**config.mk**
```make
export PLATFORM = sky130hd
export DESIGN_NAME = clock_divider
export DESIGN_NICKNAME = d
export VERILOG_FILES = /design/src/rtl/clock_divider.sv
export SDC_FILE = /design/constraint.sdc
export NUM_CORES = 1
export LEC_CHECK = 0
export CORE_ASPECT_RATIO = 1.25
export CORE_MARGIN = 1.5
export CORE_UTILIZATION = 45
export DETAILED_ROUTE_END_ITERATION = 16
export DONT_BUFFER_PORTS = 1
export SLEW_MARGIN = 20
export SYNTH_ARGS = -nofsm -noshare
export SYNTH_HDL_FRONTEND = slang
export SYNTH_SLANG_ARGS = --single-unit
```
**constraint.sdc**
```tcl
create_clock -name clk -period 2.8 [get_ports clk]
set_clock_uncertainty 0.05 [all_clocks]
set_input_delay 0.28 -clock clk [delete_from_list [all_inputs] [get_ports clk]]
set_output_delay 0.28 -clock clk [all_outputs]
set_load 0.02 [all_outputs]
```
**src/rtl/clock_divider.sv**
```systemverilog
// Clock divider: produces a registered 50% duty square wave whose half-period
// is THRESHOLD enabled clk cycles. A one-cycle tick accompanies each toggle.
// Single clock domain, synchronous active-high reset.
//
// No handshake on this block: enable is a level qualifier sampled at each
// rising clk edge. tick is a registered strobe that is high for the single
// cycle following the edge at which dividedClk changed.

module clock_divider #(
    parameter int unsigned THRESHOLD = 50_000_000
) (
    input  logic clk,
    input  logic reset,
    input  logic enable,
    output logic dividedClk,
    output logic tick
);

    // Counter only needs to reach THRESHOLD-1, so ceil(log2(THRESHOLD)) bits
    // suffice; THRESHOLD=1 still gets a 1-bit counter that never leaves 0.
    localparam int unsigned CW = (THRESHOLD > 1) ? $clog2(THRESHOLD) : 1;
    localparam logic [CW-1:0] LAST = CW'(THRESHOLD - 1);

    // A zero threshold has no meaningful half-period; stop elaboration.
    if (THRESHOLD == 0) begin : g_bad_threshold
        $error("clock_divider: THRESHOLD must be >= 1");
    end

    logic [CW-1:0] count;
    logic          at_last;

    // Terminal-count detect; compares against a constant, never overflows.
    always_comb begin
        at_last = (count == LAST);
    end

    // Phase counter, divided clock flop and toggle strobe; reset wins over all.
    always_ff @(posedge clk) begin
        if (reset) begin
            count      <= '0;
            dividedClk <= 1'b0;
            tick       <= 1'b0;
        end else if (enable) begin
            if (at_last) begin
                count      <= '0;
                dividedClk <= ~dividedClk;
                tick       <= 1'b1;
            end else begin
                count      <= count + 1'b1;
                tick       <= 1'b0;
            end
        end else begin
            // Frozen: phase and output hold, no toggle so no strobe.
            tick <= 1'b0;
        end
    end

endmodule

```
## Word-level counts from Yosys, hierarchy flattened

Index checks and enable logic that the tools add are counted.

- $add $sub $neg: 1
- Eq/ne operators: 1
- Mux-type cells: 2
- Bitwise gates (word level): 2
- Reduce and logical (&&, ||, !) cells: 2

Operators with widths:

| cell | number |
|---|---|
| adder 26 x 1 -> 26 bit (second input constant) | 1 |
| == test 26 bit (second input constant) | 1 |
| 2-to-1 mux 26 bit | 1 |
| NOT 1 bit | 2 |
| AND reduction 2 bit | 1 |
| OR reduction 2 bit | 1 |
| 2-to-1 mux 1 bit | 1 |

- Register bits after elaboration: 28
- Input port bits: 3
- Output and inout bits: 2
- Logic and storage cells: 11

## Depth between registers and ports, before layout

Gate-level depths: netlist of the first run.

- Depth in word-level cells: 2
- Gate-level depth with buffers: 6
- Depth with buffers taken out: 5

## Least setup slack after synthesis of the first run

No wires, ideal clock.

- Path kind: reg2reg
- Start: reg count[18]
- End: reg count[20]
- Setup time: 0.125 ns
- Arrival: 1.735 ns
- Data required time: 2.625 ns
- Path slack: 0.890 ns
- Stages on the path, launching flop included: 6
- Path buffers: 1
- Period minus slack after synthesis: 1.910 ns
- Cells stage by stage: dfxtp_1 or4_1 or4_4 o21bai_4 buf_4 a21oi_1

- Word-level cells in the longest chain between the ends: 2

Ends and longest elaborated chain:

| what | RTL line | text |
|---|---|---|
| start: declaration | 29 | `logic [CW-1:0] count;` |
| start signal: assignment | 49 | `count <= count + 1'b1;` |
| adder 26 x 1 -> 26 bit or == test 26 bit (tied branches) | 49, 34 |  |
| 2-to-1 mux 26 bit (*) | 44 | `if (at_last) begin` |

Mark *: on every way between the ends. The rest lies on a longest branch, timed or not.
A chain may end at the register's enable or synchronous reset.

## Final worst setup path of the first run

Ends and elaborated chain as after synthesis.

==> flow_summary.json, run 1 <==
{
  "final_nets": 158,
  "post-cts-setup-buffers": 0,
  "worstPathRequired_ns": 2.95,
  "drc": 0,
  "dieArea_mm2": 0.00327,
  "async_flop_share_pct": 0,
  "drive_gt1_share_pct": 5.92,
  "total_power_uw": 619,
  "rsz0062_at_grt": "false",
  "synthDistinctLibCells": 27,
  "area_growth_pct": 4.93,
  "drt-vias-per-instance": 6.02,
  "layout_setup_ws_ns": 0.548,
  "drv_slew": 0,
  "synthMostInstantiatedCell": "dfxtp_1",
  "syn_inst": 152,
  "fin_crit_ns": 2.25,
  "r2r-start": "count[18]",
  "r2r-end": "count[20]",
  "cts_made_buffers": 3,
  "io-pin-count": 5,
  "crit_end": "count[20]",
  "syn_nets": 157,
  "cts_tree": "yes",
  "synth_top_area_share_pct": 42.5,
  "routabilityCongestion": 0.801,
  "routed-via-count": 1120,
  "maxCapViolations": 0,
  "yosysSeqAreaShare_pct": 42.5,
  "vdd.ir_drop.worst_uv": 271,
  "synth-edff-count": 0,
  "synth_area_leaders": "dfxtp_1, xnor2_1, a21oi_1",
  "r2r_cells": 4,
  "crit_path_max_fanout": 25,
  "hold_buffers": 1,
  "cts.sinks": 28,
  "worst_pin_slew_ns": 0.630,
  "worst_skew_pair.late_latency_ns": 0.32,
  "cp-end-kind": "flop",
  "rows": 21,
  "hold_viol": 0,
  "dp.cells": 181,
  "setup_viol": 0,
  "dp_slack_ns": 0.576,
  "start_util_pct": 48.3,
  "yosys_warnings": 0,
  "clkTransAtPathRegs_ns": 0.14,
  "multi_input_area_um2": 716,
  "synth-main-ff-cell": "dfxtp_1",
  "cts_root_buf": "clkbuf_4",
  "fp.coreArea_mm2": 0.00273,
  "critPathKind": "reg -> reg",
  "post-route-period-util_pct": 80.4,
  "grt_pass1_wl_um": 4920,
  "cts-resized-gates": 0,
  "synth_common_cells": "dfxtp_1, nor2_1, a21oi_1, nand2_1, nand4_1",
  "routed_wl_um": 2700,
  "fp.dieH_um": 63.5,
  "h-tree-depth": 1,
  "final.setup.tns_ns": 0,
  "antenna_found_initial": 0,
  "wl_per_cell_um": 14.5,
  "hp-class": "in -> reg",
  "grt_use_total_pct": 19.2,
  "placedInstanceArea_mm2": 0.00134,
  "grt_pass1_vias": 1079,
  "port_buffers": 0,
  "cts_buffer_depth": 2,
  "grt.overflow.total": 0,
  "synth_top_area_cell": "dfxtp_1",
  "powerDensity_mw_per_mm2": 447,
  "utilization_pct": 50.6,
  "syn_area_mm2": 0.00132,
  "status": "completed",
  "final_cell_count_no_fill": 186,
  "diodes": 0,
  "synth_area_per_cell_um2": 8.68,
  "regArea_um2": 561,
  "cp_data_arrival_time_ns": 2.40,
  "r2r_slack_ns": 0.55,
  "fillCellCount": 277,
  "firstDrtPassIters": 4,
  "grt_max_degree": 26,
  "drt_iter0_markers": 53,
  "ys_ff_latch": 28,
  "whs_ns": 0.0570,
  "slew_headroom_pct": 57.9,
  "fin_area_mm2": 0.00138,
  "max_freq_mhz": 444,
  "hpwl_um": 1950,
  "postRouteAntennaNets": 0,
  "worstSetupStartpoint": "count[18]",
  "leakage_nw": 0.423,
  "chipWidth_um": 51.4,
  "start_kind": "flop"
}
## report_power, final
group          leakage, nW  switching [mW]  internal (mW)  total (mW)
clock network       0.0210           0.118         0.0796       0.197
registers            0.226         0.00322          0.402       0.405
logic                0.176         0.00939        0.00688      0.0163
## worst max-delay path, cell delays in order (launching register included)
cell and delay [ns]:
dfxtp_1 0.36, or4_1 0.52, or4_4 0.53, o21bai_4 0.55, a21oi_1 0.11
## cell usage in the layout, fill, tap and decap left out, types with 3 or more instances in the layout
| cell | count |
|---|---|
| nand2_1 | 9 |
| nor4_1 | 3 |
| o21ai_0 | 8 |
| nor3_1 | 3 |
| nand3_1 | 8 |
| dfxtp_1 | 28 |
| inv_1 | 3 |
| xor2_1 | 5 |
| o31ai_1 | 5 |
| or4_1 | 7 |
| nand4_1 | 9 |
| or3_1 | 8 |
| xnor2_1 | 8 |
| clkbuf_4 | 3 |
| nor2_1 | 14 |
| and4_1 | 4 |
| a21oi_1 | 13 |
## state kept, by name, indices dropped and copies added (netlist names)
register,cells
tick,1
count,26
dividedClk,1
## how the worst min path moves through the flow
stage	start	end	slack, ns	depth (start not counted)
2_1_floorplan	reset	count[6]	0.30	1
4_1_cts	enable	count[1]	0.05	2
3_3_place_gp	reset	dividedClk	0.30	1
6_report	enable	count[1]	0.06	2
3_5_place_dp	reset	count[6]	0.30	1
5_1_grt	enable	count[1]	0.05	2
## per-layer routing
metal	wire length (um)	vias to the layer above	global-route usage, %
met4	50	0	8.55
met5	0	-	0
met2	1340	21	30.3
li1	-	554	-
met3	94	4	2.61
met1	1220	541	25.5
## cell families (layout without fill, tap and decap cells)
logic type | count (synthesis) | in the layout | synth area share (%)
flops | 28 | 28 | 42.5
simple gates | 72 | 72 | 30.7
compound gates | 27 | 27 | 12.2
mux | 1 | 1 | 0.759
xor+xnor | 13 | 13 | 8.63
buf+inv | 9 | 9 | 3.22
fa+ha+maj | 2 | 2 | 1.90
## final cells by class
cell class | count | share of cell area [%]
clock buffer | 4 | 2.62
inverter | 3 | 0.814
multi-input combinational | 115 | 51.7
sequential | 28 | 40.5
tap | 34 | 3.07
timing repair buffer | 2 | 1.27
No activity file was read; power rests on OpenSTA's default activity.
==> run 2: changes to the inputs <==
==> constraint.sdc (replaced) <==
create_clock -name clk -period 2.1 [get_ports clk]
set_clock_uncertainty 0.05 [all_clocks]
set_input_delay 0.21 -clock clk [delete_from_list [all_inputs] [get_ports clk]]
set_output_delay 0.21 -clock clk [all_outputs]
set_load 0.02 [all_outputs]
==> flow_summary.json, run 2 (synthesis results as in run 1) <==
{
  "area_growth_pct": 11.1,
  "cts_tree": "yes",
  "io-pin-count": 5,
  "firstDrtPassIters": 4,
  "postRouteAntennaNets": 0,
  "maxCapViolations": 0,
  "rows": 21,
  "fillCellCount": 280,
  "clkTransAtPathRegs_ns": 0.15,
  "grt.overflow.total": 0,
  "chipWidth_um": 51.4,
  "routed_wl_um": 2670,
  "largestRegisters": "count x26, dividedClk x1, tick x1",
  "grt_use_total_pct": 18.3,
  "max_freq_mhz": 498,
  "critPathKind": "reg -> reg",
  "cp_data_arrival_time_ns": 2.24,
  "antenna_found_initial": 0,
  "final_common_cell": "dfxtp_1",
  "cts_made_buffers": 3,
  "drt_iter0_markers": 21,
  "final_cell_mix": "dfxtp_1, nor2_1, a21oi_1",
  "status": "completed",
  "hp-class": "in -> reg",
  "routed-via-count": 1106,
  "drive_gt1_share_pct": 11.3,
  "hold_viol": 0,
  "vdd.ir_drop.worst_uv": 340,
  "layout_setup_ws_ns": 0.0919,
  "hpwl_um": 1940,
  "post-route-period-util_pct": 95.6,
  "start_util_pct": 48.3,
  "drv_slew": 0,
  "worstPathRequired_ns": 2.33,
  "cts_buffer_depth": 2,
  "drc": 0,
  "fp.coreArea_mm2": 0.00273,
  "fin_crit_ns": 2.01,
  "h-tree-depth": 1,
  "crit_path_max_fanout": 4,
  "top_register": "count",
  "grt_max_degree": 16,
  "largest_reg_flops": 26,
  "start_kind": "flop",
  "whs_ns": 0.0389,
  "total_power_uw": 841,
  "final_nets": 166,
  "routabilityCongestion": 0.782,
  "wl_per_cell_um": 13.8,
  "setup_viol": 0,
  "worstSetupStartpoint": "count[18]",
  "cp-end-kind": "flop",
  "leakage_nw": 0.466,
  "dp_slack_ns": 0.100,
  "powerDensity_mw_per_mm2": 574,
  "port_buffers": 0,
  "r2r-start": "count[18]",
  "cts_root_buf": "clkbuf_4",
  "worst_skew_pair.late_latency_ns": 0.33,
  "min_from": "enable",
  "drt-vias-per-instance": 5.70,
  "fp.dieH_um": 63.5,
  "diodes": 0,
  "cts.sinks": 28,
  "grt_pass1_vias": 1068,
  "grt_pass1_wl_um": 4720,
  "slew_headroom_pct": 78.4,
  "worst_pin_slew_ns": 0.321,
  "dieArea_mm2": 0.00327
}
==> run 2: cell types whose count changed in the layout (fill, tap and decap cells not counted), sizes merged <==
cell / before / now
buf: 1 / 8
dlygate4sd3: 1 / 2
==> run 2: cell type report <==
type / instances / area (um^2) / area share, %
clock buffer: 4 / 36.3 / 2.48
multi-input combinational: 115 / 721 / 49.2
inverter: 3 / 11.3 / 0.769
tap: 34 / 42.5 / 2.90
sequential: 28 / 562 / 38.3
timing repair buffer: 10 / 92.6 / 6.32
==> run 2: worst max-delay path: stages (launching register included) <==
cell     delay [ns]
dfxtp_1        0.37
or4_1          0.52
or4_4          0.53
or3_1          0.36
a21oi_1        0.14
==> run 2: what timing repair did <==
item,in CTS,in global routing
hold buffers,2,0
endpoints found under the hold margin,5,0
buffers inserted,0,2
endpoints found under the setup margin,0,14
gates resized for setup,0,2
==> run 2: path summary, 6_finish.rpt <==
path                                    to  cells past startpoint  slack (ns)
worst max-delay path            dividedClk                      4        0.09
worst min register to register   count[25]                      2        0.44
worst min-delay path              count[2]                      3        0.04
worst max register to register  dividedClk                      4        0.09
==> run 2: through the flow <==
| step | TNS [ns] | instances | instance area [um^2] | util (%) |
|---|---|---|---|---|
| finish | 0 | 194 | 1470 | 53.6 |
| global route | -0.0104 | 194 | 1470 | 53.6 |
| CTS | 0 | 192 | 1440 | 52.8 |
| detailed placement | 0 | 186 | 1390 | 50.8 |
| global placement | 0 | 186 | 1390 | 50.8 |
| floorplan | 0 | 152 | 1320 | - |
==> run 2: routing by layer <==
metal  GRT usage (%)  part of all wire (%)  wire length [um]  vias to the layer above
met3            2.13                   1.9                51                        4
met1            23.1                    46              1230                      522
met5               0                     0                 0                        -
met4            4.93                   1.3                34                        0
li1                -                     -                 -                      573
met2            32.2                    51              1350                        7
==> run 2: report_power, final <==
| part | internal [mW] | switching (mW) |
|---|---|---|
| Clock | 0.106 | 0.165 |
| Combinational | 0.0152 | 0.0141 |
| Sequential | 0.536 | 0.00430 |
| Total | 0.658 | 0.184 |
==> run 3: changes to the inputs <==
--- a/config.mk
+++ b/config.mk
@@ -5,11 +5,11 @@
 export SDC_FILE = /design/constraint.sdc
 export NUM_CORES = 1
 export LEC_CHECK = 0
+export BUFFER_PORTS_ARGS = -buffer_cell sky130_fd_sc_hd__buf_2
 export CORE_ASPECT_RATIO = 1.25
 export CORE_MARGIN = 1.5
 export CORE_UTILIZATION = 45
 export DETAILED_ROUTE_END_ITERATION = 16
-export DONT_BUFFER_PORTS = 1
 export SLEW_MARGIN = 20
 export SYNTH_ARGS = -nofsm -noshare
 export SYNTH_HDL_FRONTEND = slang
==> flow_summary.json, run 3 (synthesis results as in run 1) <==
{
  "cts_buffer_depth": 2,
  "r2r-end": "dividedClk",
  "r2r_slack_ns": 0.08,
  "antenna_found_initial": 0,
  "cts_tree": "yes",
  "clkTransAtPathRegs_ns": 0.15,
  "grt_pass1_vias": 1080,
  "largestRegisters": "count x26, dividedClk x1, tick x1",
  "status": "completed",
  "area_growth_pct": 11.7,
  "hold_path_end": "count[6]",
  "largest_reg_flops": 26,
  "slew_headroom_pct": 78.3,
  "rows": 21,
  "critPathKind": "reg -> reg",
  "io-pin-count": 5,
  "chipWidth_um": 51.4,
  "drive_gt1_share_pct": 14.1,
  "port_buffers": 4,
  "leakage_nw": 0.481,
  "powerDensity_mw_per_mm2": 567,
  "hold_buffers": 0,
  "post-route-period-util_pct": 96.3,
  "cp-end-kind": "flop",
  "r2r_cells": 5,
  "cts_root_buf": "clkbuf_4",
  "placedInstanceArea_mm2": 0.00141,
  "h-tree-depth": 1,
  "cts.sinks": 28,
  "drt_iter0_markers": 7,
  "cp_data_arrival_time_ns": 2.25,
  "dp_slack_ns": 0.0480,
  "grt.overflow.total": 0,
  "routabilityCongestion": 0.765,
  "final_cell_mix": "dfxtp_1, nor2_1, a21oi_1",
  "fin_crit_ns": 2.02,
  "grt_use_total_pct": 18.5,
  "min_from": "reset",
  "drv_slew": 0,
  "firstDrtPassIters": 2,
  "routed_wl_um": 2690,
  "hp-class": "in -> reg",
  "wl_per_cell_um": 13.6,
  "min_path_cells": 2,
  "whs_ns": 0.0143,
  "setup_viol": 0,
  "fillCellCount": 278,
  "drc": 0,
  "final.setup.tns_ns": 0,
  "r2r-start": "count[1]",
  "final_nets": 169,
  "start_kind": "flop",
  "vdd.ir_drop.worst_uv": 349,
  "crit_path_max_fanout": 5,
  "worstPathRequired_ns": 2.33,
  "start_util_pct": 48.3,
  "worst_skew_pair.late_latency_ns": 0.33,
  "top_register": "count",
  "postRouteAntennaNets": 0,
  "fin_area_mm2": 0.00147,
  "final_common_cell": "dfxtp_1",
  "drt-vias-per-instance": 5.78,
  "worst_pin_slew_ns": 0.323,
  "fp.coreArea_mm2": 0.00273,
  "hpwl_um": 1960,
  "cts_made_buffers": 3,
  "grt_max_degree": 16,
  "maxCapViolations": 0,
  "layout_setup_ws_ns": 0.0782,
  "routed-via-count": 1138,
  "diodes": 0,
  "grt_pass1_wl_um": 4720,
  "max_freq_mhz": 495,
  "fp.dieH_um": 63.5,
  "dieArea_mm2": 0.00327,
  "hold_viol": 0
}
[run 3: cell count changes in the layout (fill, tap and decap cells not counted), sizes merged]
| cell | change |
|---|---|
| dlygate4sd3 | -2 |
| buf | +5 |
[run 3: worst max-delay path, cell delays in order, from the launching register on]
cell and delay [ns]:
dfxtp_1 0.40, ha_1 0.17, nand4_1 0.23, or4_4 0.62
or3_1 0.37, a21oi_1 0.15
[run 3: worst max-delay path by stage]
stage,from,end,slack (ns),cells after the start
2_1_floorplan,count[18],count[20],0.19,5
3_3_place_gp,count[18],count[1],0.15,5
3_5_place_dp,count[0],dividedClk,0.05,5
4_1_cts,count[0],dividedClk,0.04,5
5_1_grt,count[1],dividedClk,-0.006,5
6_report,count[1],dividedClk,0.08,5
[run 3: cell type report]
| type | count | area (um^2) | share of cell area (%) |
|---|---|---|---|
| clock buffer | 4 | 36.3 | 2.46 |
| tap | 34 | 42.5 | 2.89 |
| timing repair buffer | 13 | 100 | 6.80 |
| inverter | 3 | 11.3 | 0.765 |
| multi-input combinational | 115 | 721 | 48.9 |
| sequential | 28 | 562 | 38.1 |
[run 3: where the power goes]
part,internal [mW],switching (mW)
Clock,0.106,0.159
Sequential,0.536,0.00423
Combinational,0.0140,0.0146
[run 3: metal layers]
metal	vias to the layer above	wire length (um)	track usage, %
li1	581	-	-
met1	546	1260	23.3
met2	7	1360	30.6
met3	4	38	2.61
met4	0	34	8.22
met5	-	0	0
[run 3: through the flow]
step           cells  utilization (%)  total power [mW]
4_1_cts          194             52.8             0.841
3_3_place_gp     190             51.5             0.580
3_5_place_dp     190             51.5             0.581
6_report         197             53.9             0.835
5_1_grt          197             53.9             0.872
2_1_floorplan    152                -             0.569
[run 3: timing repair]
| item | 4_1_cts | 5_1_grt |
|---|---|---|
| setup buffers | 0 | 3 |
| resized for setup | 0 | 2 |
| endpoints found under the setup margin | 0 | 14 |
